[config.mk]
export PLATFORM = sky130hd
export DESIGN_NAME = sa_stream_feeder
export DESIGN_NICKNAME = d
export VERILOG_FILES = /design/src/rtl/sa_stream_feeder_pkg.sv /design/src/rtl/sa_skew_line.sv /design/src/rtl/sa_stream_feeder.sv
export SDC_FILE = /design/constraint.sdc
export NUM_CORES = 1
export LEC_CHECK = 0
export BUFFER_PORTS_ARGS = -buffer_cell sky130_fd_sc_hd__buf_4
export CORE_MARGIN = 4
export CORE_UTILIZATION = 50
export DETAILED_ROUTE_END_ITERATION = 8
export PLACE_DENSITY = 0.81
export SETUP_SLACK_MARGIN = 0.2
export SLEW_MARGIN = 20
export SYNTH_ARGS = -nofsm -noshare
export SYNTH_HDL_FRONTEND = slang
export SYNTH_HIERARCHICAL = 1
export SYNTH_SLANG_ARGS = --single-unit
export TNS_END_PERCENT = 1
[constraint.sdc]
create_clock -name clk -period 4.3 [get_ports clk]
set_input_delay 0.215 -clock clk [delete_from_list [all_inputs] [get_ports clk]]
set_output_delay 0.215 -clock clk [all_outputs]
set_load 0.02 [all_outputs]
[src/rtl/sa_stream_feeder_pkg.sv]
// Shared constants and FSM encoding for the systolic-array stream feeder.
package sa_stream_feeder_pkg;

    localparam int unsigned WEIGHT_COUNT = 9;
    localparam int unsigned DATA_W       = 8;

    typedef enum logic [1:0] {
        StIdle   = 2'd0,
        StStream = 2'd1,
        StDrain  = 2'd2,
        StDone   = 2'd3
    } state_e;

endpackage

[src/rtl/sa_skew_line.sv]
// Fixed-depth 8-bit delay line with asynchronous clear and an all-stages-zero flag.
module sa_skew_line
    import sa_stream_feeder_pkg::*;
#(
    parameter int unsigned Depth = 1
) (
    input  logic              clk,
    input  logic              reset,
    input  logic [DATA_W-1:0] din_i,
    output logic [DATA_W-1:0] dout_o,
    output logic              empty_o
);

    logic [DATA_W-1:0] stage_q [Depth];

    always_ff @(posedge clk or posedge reset) begin
        if (reset) begin
            for (int i = 0; i < int'(Depth); i++) begin
                stage_q[i] <= '0;
            end
        end else begin
            stage_q[0] <= din_i;
            for (int i = 1; i < int'(Depth); i++) begin
                stage_q[i] <= stage_q[i-1];
            end
        end
    end

    always_comb begin
        empty_o = 1'b1;
        for (int i = 0; i < int'(Depth); i++) begin
            if (stage_q[i] != '0) begin
                empty_o = 1'b0;
            end
        end
    end

    assign dout_o = stage_q[Depth-1];

endmodule

[src/rtl/sa_stream_feeder.sv]
// Host-side feeder for the 3x3 systolic array: holds weights, skews subject vectors into
// the row inputs and tags accepted vectors so their results come back with result_valid.
module sa_stream_feeder
    import sa_stream_feeder_pkg::*;
#(
    parameter int unsigned RESULT_LATENCY = 5,
    parameter int unsigned ROW_SKEW       = 1
) (
    input  logic                clk,
    input  logic                reset,
    input  logic                weight_we,
    input  logic [3:0]          weight_addr,
    input  logic [DATA_W-1:0]   weight_data,
    input  logic                start,
    input  logic                vec_valid,
    output logic                vec_ready,
    input  logic [3*DATA_W-1:0] vec_data,
    input  logic                vec_last,
    output logic [DATA_W-1:0]   weight_out_1_1,
    output logic [DATA_W-1:0]   weight_out_1_2,
    output logic [DATA_W-1:0]   weight_out_1_3,
    output logic [DATA_W-1:0]   weight_out_2_1,
    output logic [DATA_W-1:0]   weight_out_2_2,
    output logic [DATA_W-1:0]   weight_out_2_3,
    output logic [DATA_W-1:0]   weight_out_3_1,
    output logic [DATA_W-1:0]   weight_out_3_2,
    output logic [DATA_W-1:0]   weight_out_3_3,
    output logic [DATA_W-1:0]   subject_out_1,
    output logic [DATA_W-1:0]   subject_out_2,
    output logic [DATA_W-1:0]   subject_out_3,
    input  logic [DATA_W-1:0]   sa_result,
    output logic                result_valid,
    output logic [DATA_W-1:0]   result_data,
    output logic                busy,
    output logic                done
);

    localparam int unsigned TagDepth = 1 + RESULT_LATENCY;

    state_e              state_q, state_d;
    logic                vec_ready_q, busy_q, done_q;
    logic [TagDepth-1:0] tag_q;
    logic [DATA_W-1:0]   weight_q [WEIGHT_COUNT];
    logic [DATA_W-1:0]   subj_q   [3];
    logic [DATA_W-1:0]   row1_in, row2_in, row3_in, row2_out, row3_out;
    logic                row2_empty, row3_empty, hs, weight_wr;

    assign hs        = vec_valid & vec_ready_q;
    assign weight_wr = weight_we && (state_q == StIdle) && (32'(weight_addr) < WEIGHT_COUNT);

    // Idle cycles inject zeros so the array sees clean bubbles.
    assign row1_in = hs ? vec_data[DATA_W-1:0]          : '0;
    assign row2_in = hs ? vec_data[2*DATA_W-1:DATA_W]   : '0;
    assign row3_in = hs ? vec_data[3*DATA_W-1:2*DATA_W] : '0;

    sa_skew_line #(.Depth(ROW_SKEW)) u_row2_line (
        .clk     (clk),
        .reset   (reset),
        .din_i   (row2_in),
        .dout_o  (row2_out),
        .empty_o (row2_empty)
    );

    sa_skew_line #(.Depth(2 * ROW_SKEW)) u_row3_line (
        .clk     (clk),
        .reset   (reset),
        .din_i   (row3_in),
        .dout_o  (row3_out),
        .empty_o (row3_empty)
    );

    always_comb begin
        state_d = state_q;
        unique case (state_q)
            StIdle:   if (start) state_d = StStream;
            StStream: if (hs && vec_last) state_d = StDrain;
            // Leave once the final tag is in the last stage, so done follows it directly.
            StDrain:  if (tag_q[TagDepth-2:0] == '0 && row2_empty && row3_empty) state_d = StDone;
            StDone:   state_d = StIdle;
            default:  state_d = StIdle;
        endcase
    end

    always_ff @(posedge clk or posedge reset) begin
        if (reset) begin
            state_q     <= StIdle;
            vec_ready_q <= 1'b0;
            busy_q      <= 1'b0;
            done_q      <= 1'b0;
            tag_q       <= '0;
            for (int i = 0; i < 3; i++) subj_q[i] <= '0;
            for (int i = 0; i < int'(WEIGHT_COUNT); i++) weight_q[i] <= '0;
        end else begin
            state_q     <= state_d;
            vec_ready_q <= (state_d == StStream);
            busy_q      <= (state_d == StStream) || (state_d == StDrain);
            done_q      <= (state_d == StDone);
            tag_q       <= {tag_q[TagDepth-2:0], hs};
            subj_q[0]   <= row1_in;
            subj_q[1]   <= row2_out;
            subj_q[2]   <= row3_out;
            if (weight_wr) weight_q[weight_addr] <= weight_data;
        end
    end

    assign vec_ready      = vec_ready_q;
    assign busy           = busy_q;
    assign done           = done_q;
    assign result_valid   = tag_q[TagDepth-1];
    assign result_data    = sa_result;
    assign subject_out_1  = subj_q[0];
    assign subject_out_2  = subj_q[1];
    assign subject_out_3  = subj_q[2];
    assign weight_out_1_1 = weight_q[0];
    assign weight_out_1_2 = weight_q[1];
    assign weight_out_1_3 = weight_q[2];
    assign weight_out_2_1 = weight_q[3];
    assign weight_out_2_2 = weight_q[4];
    assign weight_out_2_3 = weight_q[5];
    assign weight_out_3_1 = weight_q[6];
    assign weight_out_3_2 = weight_q[7];
    assign weight_out_3_3 = weight_q[8];

endmodule

==> metrics.cfg, run 1 <==
[clocking]
cts_setup_buffers = 0
cts_buffer_depth = 2
cts_root_buf = clkbuf_8
numCtsBuffers = 17
htree_levels = 4
cts_tree = yes
clock_insertion_delay_worst_skew_ps = 510
clk_pin_slew_ps = 60
clock-sinks = 131

[timing]
period_share = 0.489
rsz0062_at_grt = no
fin_worst_skew_ps = 5.56
tns_ps = 0
slew_viol_final = 0
setup_viol = 0
slew_headroom = 0.458
worst_slack_ps = 2200
finalHoldViolCount = 0
fmax_ghz = 0.475
worst_slew_pin_slew_ps = 813
fin_crit_ps = 2100

[floorplanning]
core_area_mm2 = 0.00920
dieHeight_um = 105
io_pins = 158
dieArea_mm2 = 0.0110
die_w_um = 105
core.rowCount = 35
initial_utilization = 0.509

[detailed_routing]
wire_per_inst_um = 19.5
vias = 2967
wl_um = 11300
postRouteAntennaNets = 0
first_pass_iters = 4
via_per_inst = 5.14
drt_iter0_markers = 98
drc = 0

[synthesis]
yosysSeqAreaShare = 0.700
synthTopCellsByCount = dfrtp_1, mux2_2, and3_1
syn-cell-area_mm2 = 0.00468
netlist_instances = 290
synth_area_leaders = dfrtp_1, mux2_2, and3_1, buf_4, ha_1
synth.distinct_cells = 27
yosysWarnings = 6
synth_ff_type = dfrtp_1
synth-async-reset-ratio = 1.00
synth_most_common_cell = dfrtp_1
syn_nets = 342
synth_seq_cells = 131
synth-edff-count = 0
synth_largest_area_cell = dfrtp_1
synth_top_cell_area_share = 0.700
avgSynthCellArea_um2 = 16.2

[job]
maxCapViolCount = 0

[pwr]
power.total_w = 0.00462
pwr_density_cell_mw_per_mm2 = 705
p_leak_nw = 3.44
ir_drop_mv = 0.343

[setup_path]
cp-end-kind = flop
crit_buf_inv = 1
max_stage_delay_ps = 530
crit_family = simple AND/OR/NAND/NOR gates
worst-path-max-fanout = 3
cp.required_ps = 4750
critPathLaunchType = flop
cp_cell_sequence = or4_1 > nor2_1 > nand4_1 > o41ai_1 > ha_1 > inv_1
slowest_stage = or4_1
arrival_ps = 2550
crit_type = reg -> reg

[global_route]
grt_pass1_vias = 3341
grt_first_pass_wirelength_um = 18300
grt-ovfl-total = 0
antenna_found_initial = 0
grtUsageTotal = 0.219
grt_max_degree = 69

[placement]
dpl.hpwl_um = 7550
io_buffers = 141
gp_congestion = 0.745
post-place-cells = 519
pre_cts_slack_ps = 2260

[final_layout]
fin_nets = 505
drive_above_1_share = 0.536
regArea_mm2 = 0.00328
fillers = 581
fin_cells = 577
num_antenna_cells = 0
syn_to_final_growth_pct = 40.0
multiInputGateArea_mm2 = 0.00124

[run_status]
status = finished clean

[min_path]
hold_class = in -> reg

[metal layers]
| metal | track usage | vias to the layer above | part of all wire |
|---|---|---|---|
| li1 | - | 1344 | - |
| met3 | 0.0692 | 15 | 0.068 |
| met4 | 0.0675 | 0 | 0.015 |
| met1 | 0.259 | 1499 | 0.39 |
| met5 | 0 | - | 0 |
| met2 | 0.382 | 109 | 0.52 |
[per-stage QoR]
| step | cell area [um^2] | util | hold WS, ps |
|---|---|---|---|
| 2_1_floorplan | 4680 | - | 30.7 |
| 3_3_place_gp | 5740 | 0.624 | 193 |
| 3_5_place_dp | 5740 | 0.624 | 205 |
| 4_1_cts | 6560 | 0.713 | 6.68 |
| 5_1_grt | 6560 | 0.713 | 20.6 |
| 6_report | 6560 | 0.713 | 30.5 |
[power by group]
part | switching (W) | internal, W
Clock | 0.000543 | 0.000788
Combinational | 0.000745 | 0.000688
Sequential | 0.000243 | 0.00161
Total | 0.00153 | 0.00309
[repair_timing]
| action | 4_1_cts | 5_1_grt |
|---|---|---|
| endpoints found under the hold margin | 119 | 0 |
| resized for setup | 0 | 0 |
| hold buffers | 26 | 0 |
[kinds of logic after synthesis]
group	share of synthesized area
muxes	0.173
buffers and inverters	0.0363
AOI/OAI and AO/OA	0.00401
DFF	0.700
adders and majority gates	0.00534
and+or+nand+nor	0.0815
[cell usage in the layout (no fill, tap or decap), drive strengths merged]
cell type and instances:
buf 142, dfrtp 131, mux2 72, dlygate4sd3 26
and3 25, clkbuf 19, inv 7, clkinvlp 6
nor2 4, nor4 4, nor2b 3, nand4 3
clkinv 3, nand3 3, nand3b 2, nor3b 2
ha 2, or4 2, nor4b 2, and2 1
a311o 1, o41ai 1, nand4b 1, nand2b 1
nand2 1, bufinv 1, and4 1
[final cells by class]
class	instances	share of cell area
clock inverters	13	0.0195
well taps	111	0.0212
clock buffers	19	0.0658
inverters	4	0.00267
multi-input cells	131	0.189
repair buffers	168	0.202
flip-flops and latches	131	0.500
[final timing paths]
kind,from,slack [ps],depth (start not counted),endpoint
worst min-delay path,weight_data[7],30,2,weight_out_3_1[7]$_DFFE_PP0P_
worst max register to register,u_row2_line/dout_o[7]$_DFF_PP0_,2200,6,busy$_DFF_PP0_
worst min register to register,u_row3_line/dout_o[3]$_DFF_PP0_,370,0,subject_out_3[3]$_DFF_PP0_
worst max-delay path,u_row2_line/dout_o[7]$_DFF_PP0_,2200,6,busy$_DFF_PP0_
min in group asynchronous,reset,230,3,u_row2_line/dout_o[5]$_DFF_PP0_
max in group asynchronous,reset,2850,4,weight_out_1_3[2]$_DFFE_PP0P_
No activity file was read; power rests on OpenSTA's default activity.
==> run 2, diff against run 1 <==
==> constraint.sdc (replaced) <==
create_clock -name clk -period 2.1 [get_ports clk]
set_input_delay 0.105 -clock clk [delete_from_list [all_inputs] [get_ports clk]]
set_output_delay 0.105 -clock clk [all_outputs]
set_load 0.02 [all_outputs]
==> run 2 against run 1 <==
- via count increased by 6.6%
- first-iteration DRC count decreased by 11%
- sequential power increased by 100%
- design area increased by 6.1%
- utilization increased by 4.4 points
- final cell count increased by 6.1%
- worst setup slack got worse by 2000 ps
- fmax increased by 11%
- die area unchanged
- critical endpoint is now done$_DFF_PP0_
- largest cell class unchanged
- largest power group unchanged
==> metrics.cfg, run 2 (same netlist as run 1, synthesis figures left out) <==
[run_status]
status = finished clean  ; unchanged

[timing]
setup_viol = 0  ; unchanged
slew_viol_final = 0  ; unchanged
fin_worst_skew_ps = 11.6  ; was 5.56 ps
slew_headroom = 0.612  ; was 0.458
finalHoldViolCount = 0  ; unchanged
worst_slack_ps = 196  ; was 2200 ps
tns_ps = 0  ; unchanged
fin_crit_ps = 1900  ; was 2100 ps
worst_slew_pin_slew_ps = 581  ; was 813 ps
period_share = 0.906  ; was 0.489
fmax_ghz = 0.525  ; was 0.475 GHz
rsz0062_at_grt = yes  ; was no

[clocking]
cts_tree = yes  ; unchanged
clock_insertion_delay_worst_skew_ps = 510  ; about the same
numCtsBuffers = 17  ; unchanged
clock-sinks = 131  ; unchanged
cts_root_buf = clkbuf_8  ; unchanged
clk_pin_slew_ps = 60  ; about the same
cts_buffer_depth = 2  ; unchanged
htree_levels = 4  ; unchanged

[final_layout]
num_antenna_cells = 0  ; unchanged
mostFrequentLayoutCells = buf_4, dfrtp_1, mux2_2  ; unchanged
fillers = 545  ; was 581
final_common_cell = buf_4  ; unchanged
fin_nets = 541  ; was 505
drive_above_1_share = 0.509  ; was 0.536
syn_to_final_growth_pct = 48.5  ; was 40.0%

[min_path]
holdPathStages = 3  ; was 2
min-delay-start = weight_addr[0]  ; was weight_data[7]
min_to = weight_out_3_2[7]$_DFFE_PP0P_  ; was weight_out_3_1[7]$_DFFE_PP0P_
hold_class = in -> reg  ; unchanged

[floorplanning]
core_area_mm2 = 0.00920  ; unchanged
initial_utilization = 0.509  ; unchanged
die_w_um = 105  ; unchanged
dieArea_mm2 = 0.0110  ; unchanged
dieHeight_um = 105  ; unchanged
io_pins = 158  ; unchanged
core.rowCount = 35  ; unchanged

[detailed_routing]
wl_um = 12000  ; was 11300 um
first_pass_iters = 4  ; unchanged
via_per_inst = 5.17  ; was 5.14
drt_iter0_markers = 87  ; was 98
wire_per_inst_um = 19.6  ; was 19.5 um
drc = 0  ; unchanged
vias = 3164  ; was 2967
postRouteAntennaNets = 0  ; unchanged

[setup_path]
cp.required_ps = 2530  ; was 4750 ps
cp_cell_sequence = or4_1 > nor2_1 > nand4_1 > o41ai_2 > buf_4 > ha_1  ; was or4_1 > nor2_1 > nand4_1 > o41ai_1 > ha_1 > inv_1
crit_buf_inv = 1  ; unchanged
slowest_stage = or4_1  ; unchanged
worst-path-max-fanout = 2  ; was 3
critPathLaunchType = flop  ; unchanged
reg2reg_depth = 6  ; unchanged
r2r_slack_ps = 200  ; was 2200 ps
crit_family = simple AND/OR/NAND/NOR gates  ; unchanged
cp-end-kind = flop  ; unchanged
worstReg2RegEnd = done$_DFF_PP0_  ; was busy$_DFF_PP0_
r2r-start = u_row2_line/dout_o[6]$_DFF_PP0_  ; was u_row2_line/dout_o[7]$_DFF_PP0_
max_stage_delay_ps = 520  ; was 530 ps
arrival_ps = 2340  ; was 2550 ps
crit_type = reg -> reg  ; unchanged

[placement]
gp_congestion = 0.766  ; was 0.745
dpl.hpwl_um = 7310  ; was 7550 um
io_buffers = 141  ; unchanged
pre_cts_slack_ps = 179  ; was 2260 ps

[global_route]
grt_first_pass_wirelength_um = 19300  ; was 18300 um
grt_pass1_vias = 3549  ; was 3341
grtUsageTotal = 0.231  ; was 0.219
grt_max_degree = 108  ; was 69
antenna_found_initial = 0  ; unchanged
grt-ovfl-total = 0  ; unchanged

[pwr]
power.share.switching = 0.320  ; was 0.331
pwr_density_cell_mw_per_mm2 = 1410  ; was 705 mW/mm^2
seq_power_share = 0.384  ; was 0.402
p_sw_w = 0.00314  ; was 0.00153 W
p_leak_nw = 3.67  ; was 3.44 nW
internal_power_w = 0.00668  ; was 0.00309 W
p_comb_frac = 0.321  ; was 0.310
clockPowerShare = 0.294  ; was 0.288
ir_drop_mv = 0.702  ; was 0.343 mV

[job]
maxCapViolCount = 0  ; unchanged

-- run 2: changes by cell type in the layout (fill, tap and decap cells not counted), moves of 2 or more --
cell / before / now
clkinv_4: 3 / 5
dlygate4sd3_1: 26 / 57
buf_4: 142 / 146
inv_6: 3 / 0
clkinv_2: 0 / 2
clkinvlp_4: 6 / 3
bufinv_16: 1 / 3
-- run 2: worst max-delay path by stage --
stage                          end  slack, ps  cells past startpoint                             from
finish              done$_DFF_PP0_        200                      6  u_row2_line/dout_o[6]$_DFF_PP0_
global route        done$_DFF_PP0_        100                      6  u_row2_line/dout_o[0]$_DFF_PP0_
CTS                 busy$_DFF_PP0_        210                      6  u_row2_line/dout_o[6]$_DFF_PP0_
detailed placement  busy$_DFF_PP0_        180                      6  u_row2_line/dout_o[1]$_DFF_PP0_
global placement    busy$_DFF_PP0_        240                      6  u_row2_line/dout_o[7]$_DFF_PP0_
floorplan           busy$_DFF_PP0_        260                      6  u_row2_line/dout_o[7]$_DFF_PP0_
-- run 2: what timing repair did --
action                                 CTS  global route
resized for setup                        1             0
setup buffers                            0             0
setup endpoints to repair                2             2
hold buffers                            57             0
endpoints found under the hold margin  228             0
-- run 2: worst reg2reg max path, cell delays in order (launching register included) --
cell	delay, ps
dfrtp_1	410
or4_1	520
nor2_1	170
nand4_1	130
o41ai_2	280
buf_4	180
ha_1	150
-- run 2: power groups by stage --
stage | registers (W) | clock network, W | logic (W)
floorplan | 0.00452 | 0 | 0.000809
global placement | 0.00375 | 0 | 0.00291
detailed placement | 0.00379 | 0 | 0.00298
CTS | 0.00376 | 0.00293 | 0.00315
global route | 0.00387 | 0.00304 | 0.00334
finish | 0.00377 | 0.00289 | 0.00315
-- run 2: final cells by class --
| cell class | count | area (um^2) | area share |
|---|---|---|---|
| repair buffers | 204 | 1690 | 0.242 |
| flip-flops and latches | 131 | 3280 | 0.471 |
| inverters | 4 | 18.8 | 0.00270 |
| clock inverters | 12 | 159 | 0.0228 |
| clock buffers | 19 | 432 | 0.0621 |
| well taps | 111 | 139 | 0.0200 |
| multi-input cells | 131 | 1240 | 0.179 |
-- run 2: metrics by stage --
| stage | power (W) | cells | hold slack, ps | area (um^2) | utilization |
|---|---|---|---|---|---|
| floorplan | 0.00533 | 290 | -79.3 | 4690 | - |
| global placement | 0.00666 | 524 | 83.0 | 5790 | 0.629 |
| detailed placement | 0.00677 | 524 | 100 | 5790 | 0.629 |
| CTS | 0.00984 | 612 | 11.1 | 6960 | 0.756 |
| global route | 0.0103 | 612 | 24.8 | 6960 | 0.756 |
| finish | 0.00981 | 612 | 43.5 | 6960 | 0.756 |
-- run 2: metal layers --
metal / GRT usage / wire length, um
met2: 0.393 / 6200
met5: 0 / 0
met4: 0.102 / 337
met3: 0.0704 / 729
met1: 0.269 / 4710
